--- src/rtl/multicycle_ctrl_fsm_if.sv ---
// Control bundle between the multicycle main FSM and the shared datapath.
// Optional MemReady handshake is present only when MEM_READY_EN is defined.
interface multicycle_ctrl_fsm_if;
    logic [6:0] op;
    logic       Zero;
`ifdef MEM_READY_EN
    logic       MemReady;
`endif
    logic       PCWrite;
    logic       AdrSrc;
    logic       MemWrite;
    logic       IRWrite;
    logic [1:0] ResultSrc;
    logic [1:0] ALUSrcA;
    logic [1:0] ALUSrcB;
    logic [1:0] ALUOp;
    logic [1:0] ImmSrc;
    logic       RegWrite;
    logic       Done;
    logic       Illegal;

`ifdef MEM_READY_EN
    modport master (
        input  op, Zero, MemReady,
        output PCWrite, AdrSrc, MemWrite, IRWrite, ResultSrc, ALUSrcA, ALUSrcB,
               ALUOp, ImmSrc, RegWrite, Done, Illegal
    );
    modport slave (
        output op, Zero, MemReady,
        input  PCWrite, AdrSrc, MemWrite, IRWrite, ResultSrc, ALUSrcA, ALUSrcB,
               ALUOp, ImmSrc, RegWrite, Done, Illegal
    );
`else
    modport master (
        input  op, Zero,
        output PCWrite, AdrSrc, MemWrite, IRWrite, ResultSrc, ALUSrcA, ALUSrcB,
               ALUOp, ImmSrc, RegWrite, Done, Illegal
    );
    modport slave (
        output op, Zero,
        input  PCWrite, AdrSrc, MemWrite, IRWrite, ResultSrc, ALUSrcA, ALUSrcB,
               ALUOp, ImmSrc, RegWrite, Done, Illegal
    );
`endif
endinterface

--- src/rtl/multicycle_ctrl_fsm.sv ---
// Main control FSM of the multicycle RV32I core (lw, sw, R, I-ALU, beq, jal).
// Optional macro MEM_READY_EN: FETCH/MEMREAD/MEMWRITE wait on bus.MemReady.
module multicycle_ctrl_fsm (
    input  logic clk,
    input  logic reset,
    multicycle_ctrl_fsm_if.master bus
);

    localparam logic [6:0] OP_LW  = 7'b0000011;
    localparam logic [6:0] OP_SW  = 7'b0100011;
    localparam logic [6:0] OP_R   = 7'b0110011;
    localparam logic [6:0] OP_I   = 7'b0010011;
    localparam logic [6:0] OP_BEQ = 7'b1100011;
    localparam logic [6:0] OP_JAL = 7'b1101111;

    typedef enum logic [3:0] {
        FETCH, DECODE, MEMADR, MEMREAD, MEMWB, MEMWRITE,
        EXECUTER, EXECUTEI, ALUWB, BEQ, JAL
    } state_t;

    typedef struct packed {
        logic       adr_src;
        logic       mem_write;
        logic       ir_write;
        logic [1:0] result_src;
        logic [1:0] alu_src_a;
        logic [1:0] alu_src_b;
        logic [1:0] alu_op;
        logic       reg_write;
        logic       done;
        logic       branch;
        logic       pc_update;
        logic       decode;
    } ctrl_t;

    state_t state;
    state_t nxt;
    ctrl_t  ctl;
    logic   mem_ready;
    logic   known_op;
    logic   live;
    logic   pc_update;
    logic   illegal;

`ifdef MEM_READY_EN
    assign mem_ready = bus.MemReady;
`else
    assign mem_ready = 1'b1;
`endif

    // Moore output word for a given state; registered alongside the state.
    function automatic ctrl_t state_ctrl(input state_t s);
        ctrl_t c;
        c = '0;
        case (s)
            FETCH:    begin c.ir_write = 1'b1; c.alu_src_b = 2'b10;
                            c.result_src = 2'b10; c.pc_update = 1'b1; end
            DECODE:   begin c.alu_src_a = 2'b01; c.alu_src_b = 2'b01; c.decode = 1'b1; end
            MEMADR:   begin c.alu_src_a = 2'b10; c.alu_src_b = 2'b01; end
            MEMREAD:  begin c.adr_src = 1'b1; end
            MEMWB:    begin c.result_src = 2'b01; c.reg_write = 1'b1; c.done = 1'b1; end
            MEMWRITE: begin c.adr_src = 1'b1; c.mem_write = 1'b1; c.done = 1'b1; end
            EXECUTER: begin c.alu_src_a = 2'b10; c.alu_op = 2'b10; end
            EXECUTEI: begin c.alu_src_a = 2'b10; c.alu_src_b = 2'b01; c.alu_op = 2'b10; end
            ALUWB:    begin c.reg_write = 1'b1; c.done = 1'b1; end
            BEQ:      begin c.alu_src_a = 2'b10; c.alu_op = 2'b01;
                            c.branch = 1'b1; c.done = 1'b1; end
            JAL:      begin c.alu_src_a = 2'b01; c.alu_src_b = 2'b10; c.pc_update = 1'b1; end
            default:  c = '0;
        endcase
        return c;
    endfunction

    assign known_op = (bus.op inside {OP_LW, OP_SW, OP_R, OP_I, OP_BEQ, OP_JAL});

    // Next-state selection; waiting states loop on themselves until memory is ready.
    always_comb begin
        nxt = FETCH;
        case (state)
            FETCH:    nxt = mem_ready ? DECODE : FETCH;
            DECODE: begin
                case (bus.op)
                    OP_LW, OP_SW: nxt = MEMADR;
                    OP_R:         nxt = EXECUTER;
                    OP_I:         nxt = EXECUTEI;
                    OP_BEQ:       nxt = BEQ;
                    OP_JAL:       nxt = JAL;
                    default:      nxt = FETCH;
                endcase
            end
            MEMADR:   nxt = (bus.op == OP_LW) ? MEMREAD : MEMWRITE;
            MEMREAD:  nxt = mem_ready ? MEMWB : MEMREAD;
            MEMWB:    nxt = FETCH;
            MEMWRITE: nxt = mem_ready ? FETCH : MEMWRITE;
            EXECUTER: nxt = ALUWB;
            EXECUTEI: nxt = ALUWB;
            ALUWB:    nxt = FETCH;
            BEQ:      nxt = FETCH;
            JAL:      nxt = ALUWB;
            default:  nxt = FETCH;
        endcase
    end

    // State register with registered Moore outputs; reset loads FETCH selects.
    always_ff @(posedge clk or posedge reset) begin
        if (reset) begin
            state <= FETCH;
            ctl   <= state_ctrl(FETCH);
        end else begin
            state <= nxt;
            ctl   <= state_ctrl(nxt);
        end
    end

    // Registered FETCH enables are preloaded during reset, so enables are
    // masked by reset here; unreachable encodings also mask every enable.
    assign live      = ~reset & (state <= JAL);
    assign pc_update = ctl.pc_update & (~ctl.ir_write | mem_ready);
    assign illegal   = live & ctl.decode & ~known_op;

    assign bus.PCWrite   = live & (pc_update | (ctl.branch & bus.Zero));
    assign bus.IRWrite   = live & ctl.ir_write & mem_ready;
    assign bus.MemWrite  = live & ctl.mem_write;
    assign bus.RegWrite  = live & ctl.reg_write;
    assign bus.Done      = (live & ctl.done & (~ctl.mem_write | mem_ready)) | illegal;
    assign bus.Illegal   = illegal;
    assign bus.AdrSrc    = ctl.adr_src;
    assign bus.ResultSrc = ctl.result_src;
    assign bus.ALUSrcA   = ctl.alu_src_a;
    assign bus.ALUSrcB   = ctl.alu_src_b;
    assign bus.ALUOp     = ctl.alu_op;

    // Immediate format follows the opcode directly.
    always_comb begin
        case (bus.op)
            OP_SW:   bus.ImmSrc = 2'b01;
            OP_BEQ:  bus.ImmSrc = 2'b10;
            OP_JAL:  bus.ImmSrc = 2'b11;
            default: bus.ImmSrc = 2'b00;
        endcase
    end

endmodule

--- src/flat_wrapper.sv ---
// flat-port wrapper written by rule: the top's interface ports become plain ports
module multicycle_ctrl_fsm_flat 
  (clk, reset, bus_op, bus_Zero, bus_PCWrite, bus_AdrSrc, bus_MemWrite, bus_IRWrite, bus_ResultSrc, bus_ALUSrcA, bus_ALUSrcB, bus_ALUOp, bus_ImmSrc, bus_RegWrite, bus_Done, bus_Illegal);
  multicycle_ctrl_fsm_if bus_i ();
  input  logic clk;
  input  logic reset;
  input wire logic [$bits(bus_i.op)-1:0] bus_op;
  input wire logic [$bits(bus_i.Zero)-1:0] bus_Zero;
  output wire logic [$bits(bus_i.PCWrite)-1:0] bus_PCWrite;
  output wire logic [$bits(bus_i.AdrSrc)-1:0] bus_AdrSrc;
  output wire logic [$bits(bus_i.MemWrite)-1:0] bus_MemWrite;
  output wire logic [$bits(bus_i.IRWrite)-1:0] bus_IRWrite;
  output wire logic [$bits(bus_i.ResultSrc)-1:0] bus_ResultSrc;
  output wire logic [$bits(bus_i.ALUSrcA)-1:0] bus_ALUSrcA;
  output wire logic [$bits(bus_i.ALUSrcB)-1:0] bus_ALUSrcB;
  output wire logic [$bits(bus_i.ALUOp)-1:0] bus_ALUOp;
  output wire logic [$bits(bus_i.ImmSrc)-1:0] bus_ImmSrc;
  output wire logic [$bits(bus_i.RegWrite)-1:0] bus_RegWrite;
  output wire logic [$bits(bus_i.Done)-1:0] bus_Done;
  output wire logic [$bits(bus_i.Illegal)-1:0] bus_Illegal;
  assign bus_i.op = bus_op;
  assign bus_i.Zero = bus_Zero;
  assign bus_PCWrite = bus_i.PCWrite;
  assign bus_AdrSrc = bus_i.AdrSrc;
  assign bus_MemWrite = bus_i.MemWrite;
  assign bus_IRWrite = bus_i.IRWrite;
  assign bus_ResultSrc = bus_i.ResultSrc;
  assign bus_ALUSrcA = bus_i.ALUSrcA;
  assign bus_ALUSrcB = bus_i.ALUSrcB;
  assign bus_ALUOp = bus_i.ALUOp;
  assign bus_ImmSrc = bus_i.ImmSrc;
  assign bus_RegWrite = bus_i.RegWrite;
  assign bus_Done = bus_i.Done;
  assign bus_Illegal = bus_i.Illegal;
  multicycle_ctrl_fsm u_core (.clk(clk), .reset(reset), .bus(bus_i));
endmodule
--- config.mk ---
export PLATFORM = sky130hd
export DESIGN_NAME = multicycle_ctrl_fsm_flat
export DESIGN_NICKNAME = d
export VERILOG_FILES = /design/src/rtl/multicycle_ctrl_fsm_if.sv /design/src/rtl/multicycle_ctrl_fsm.sv /design/src/flat_wrapper.sv
export SDC_FILE = /design/constraint.sdc
export NUM_CORES = 1
export LEC_CHECK = 0
export ABC_CLOCK_PERIOD_IN_PS = 5200
export CORE_ASPECT_RATIO = 1.75
export CORE_UTILIZATION = 29
export DETAILED_ROUTE_END_ITERATION = 12
export PLACE_DENSITY_LB_ADDON = 0.2
export SLEW_MARGIN = 10
export SYNTH_ARGS = -nofsm -noshare
export SYNTH_HDL_FRONTEND = slang
export SYNTH_SLANG_ARGS = --single-unit
--- constraint.sdc ---
create_clock -name clk -period 5.2 [get_ports clk]
set_clock_uncertainty 0.1 [all_clocks]
set_input_delay 0.78 -clock clk [delete_from_list [all_inputs] [get_ports clk]]
set_output_delay 0.78 -clock clk [all_outputs]
set_load 0.05 [all_outputs]
==> impl_metrics.toml, run 1 <==
[die]
chipHeight_um = 82.8
die_x_um = 48.2
initial_core_util = 0.301
core_um2 = 3590
io_pins = 27
placementRows = 29
die-area_um2 = 3990

[clock_tree]
cts_hold_buf = 0
clk_pin_slew_ns = 0.07
h-tree-depth = 1
cts_buffers = 3
numClockSinks = 19
cts_root_buffer = "clkbuf_8"
postCtsSetupBuffers = 0
ctsResizeCount = 0
clk_latency_ns = 0.25
cts_tree = "built"
clockBufferDepth = 2

[yosys]
async_flop_share = 1.00
synth_cell_types = 38
synth.avg_cell_area_um2 = 10.5
synth_fp_nets = 113
ys_ff_latch = 19
yosys_warnings = 0
synth_cells = 103
syn_area_um2 = 1080
synth_edf_count = 0
synth_seq_area_share = 0.443
yosys_most_used_dff = "dfrtp_1"

[finish]
drive_gt1_frac = 0.109
fin_nets = 130
design_area_um2 = 1340
area_growth_pct = 23.7
fillCellCount = 369
antenna_cells = 0

[timing]
clock.fmax_ghz = 0.268
worstMarginPinSlew_ns = 0.791
min_period_ns = 3.72
tns_ns = 0
hold_violations = 0
rsz0062_at_grt = "no"
setup_violations = 0
slew-limit-headroom = 0.465
final_max_slew_viol_count = 0
finalCritPeriodShare = 0.716

[grt]
track_usage = 0.139
antenna_found_initial = 0
grt.overflow.total = 0
grt_max_degree = 20
grt_pass1_wl_mm = 3.83
first_global_vias = 821

[setup_path]
startpoint = "bus_op[6]"
worstSetupEndpointType = "output port"
critPathMaxFanout = 11
cp.required_ns = 4.32
startpoint_type = "primary input"
worstSetupPathType = "in -> out"
arrival_ns = 2.84
r2r_start = "u_core.state[3]"

[routing]
vias_per_cell = 4.96
ant_nets = 0
m1WireLength_um = 854
dr.first_iter.drc_count = 19
top_layer = "met4"
num_vias = 819
met3RoutedLength_um = 66
wire_per_inst_um = 14.3
drc = 0
wl_mm = 2.35
wl_met2_mm = 1.32
firstDrtPassIters = 3

[placement]
dp_hpwl_mm = 1.85
port_buffers = 26
place_congestion = 0.840
place_area_um2 = 1290

[run]
cap_violations = 0

[power_and_ir_drop]
power_density_nw_per_um2 = 408
leakagePower_nw = 0.550
peakVddDrop_v = 0.000149

[hold_path]
hp-start = "u_core.state[2]"
min_path_type = "reg -> reg"

[status]
status = "finished clean"
==> layer usage <==
metal,vias up,global-route usage
met3,8,0.0152
met5,-,0
li1,396,-
met1,392,0.156
met2,23,0.233
met4,0,0.0889
==> cells by family (layout without fill, tap and decap cells) <==
group	Yosys count	after routing	share of synthesized area
AO/OA/AOI/OAI	21	21	0.147
flip-flops	19	19	0.443
buffers and inverters	17	33	0.109
XOR/XNOR	1	1	0.00810
AND/OR/NAND/NOR	45	45	0.293
==> final timing paths <==
| check | cells after the start | slack, ns | end |
|---|---|---|---|
| max reg2reg | 4 | 3.14 | u_core.pc_update |
| min in group asynchronous | 2 | 0.87 | u_core.bus.AdrSrc |
| min reg2reg | 1 | 0.57 | u_core.bus.ResultSrc[0] |
| min | 1 | 0.57 | u_core.bus.ResultSrc[0] |
| max in group asynchronous | 2 | 3.68 | u_core.bus.ALUOp[1] |
| max | 5 | 1.48 | bus_Illegal |
==> worst max-delay path, cell delays in order <==
cell	delay, ns
clkdlybuf4s50_1	0.60
and3b_1	0.31
a31oi_1	0.21
and2_1	0.15
clkdlybuf4s50_1	0.79
==> sequential cells by signal (all words and copies together), names as in the netlist <==
register	flops
u_core.ctl	6
u_core.state	4
u_core.bus.ALUOp	2
u_core.bus.ALUSrcA	2
u_core.bus.ALUSrcB	2
u_core.bus.AdrSrc	1
u_core.bus.ResultSrc	1
u_core.pc_update	1
==> layout make-up <==
| type | instances | area [µm²] | area share |
|---|---|---|---|
| clock buffers | 4 | 45.0 | 0.0337 |
| inverters | 3 | 11.3 | 0.00842 |
| multi-input cells | 67 | 484 | 0.362 |
| flip-flops and latches | 19 | 479 | 0.358 |
| well taps | 46 | 57.6 | 0.0430 |
| repair buffers | 26 | 260 | 0.195 |
==> placed cells by master (no fill, tap or decap), drive strengths merged, types with 4 or more instances in the layout <==
| cell | count |
|---|---|
| nand2 | 5 |
| dfrtp | 16 |
| a21oi | 5 |
| and2 | 7 |
| o21ai | 4 |
| nor3 | 4 |
| clkdlybuf4s50 | 26 |
| nor2 | 5 |
| clkbuf | 4 |
==> through the flow <==
step | utilization | instances | setup slack [ns] | hold WS, ns | total power [mW]
6_report | 0.372 | 165 | 1.48 | 0.566 | 0.545
5_1_grt | 0.372 | 165 | 1.38 | 0.612 | 0.576
4_1_cts | 0.372 | 165 | 1.48 | 0.560 | 0.549
3_5_place_dp | 0.360 | 161 | 1.48 | 0.546 | 0.447
3_3_place_gp | 0.360 | 161 | 1.51 | 0.547 | 0.446
2_1_floorplan | - | 103 | 2.50 | 0.425 | 0.392
==> synth_stat cells, drive strengths merged (3+ instances only) <==
master / instances / share of area
dfrtp: 16 / 0.37
buf: 12 / 0.091
and2: 7 / 0.041
a21oi: 5 / 0.023
nand2: 5 / 0.017
nor2: 5 / 0.017
nor3: 4 / 0.019
o21ai: 4 / 0.019
dfstp: 3 / 0.073
inv: 3 / 0.010
nand3: 3 / 0.014
nor2b: 3 / 0.017
o31ai: 3 / 0.021
==> report_power, final <==
| group | leakage, nW | internal (mW) | total, mW | switching (mW) |
|---|---|---|---|---|
| clock network | 0.0228 | 0.0545 | 0.102 | 0.0477 |
| registers | 0.247 | 0.185 | 0.203 | 0.0183 |
| logic | 0.281 | 0.0817 | 0.240 | 0.158 |
| total | 0.550 | 0.321 | 0.545 | 0.224 |
Power figures use the tool's default switching activity.
==> run 2, diff against run 1 <==
ABC_CLOCK_PERIOD_IN_PS = 3850   (was 5200)
clock period = 3.85 ns   (was 5.2 ns; I/O delays follow)
==> results of run 2 <==
Same layout as run 1 (identical final DEF). Status: finished clean.
Among the figures that moved: setup slack after placement 1.48 ns -> 0.536 ns; setup slack after layout 1.48 ns -> 0.530 ns; register-to-register setup slack 3.14 ns -> 1.79 ns; total power 0.545 mW -> 0.736 mW; worst IR drop on VDD 0.000149 V -> 0.000201 V
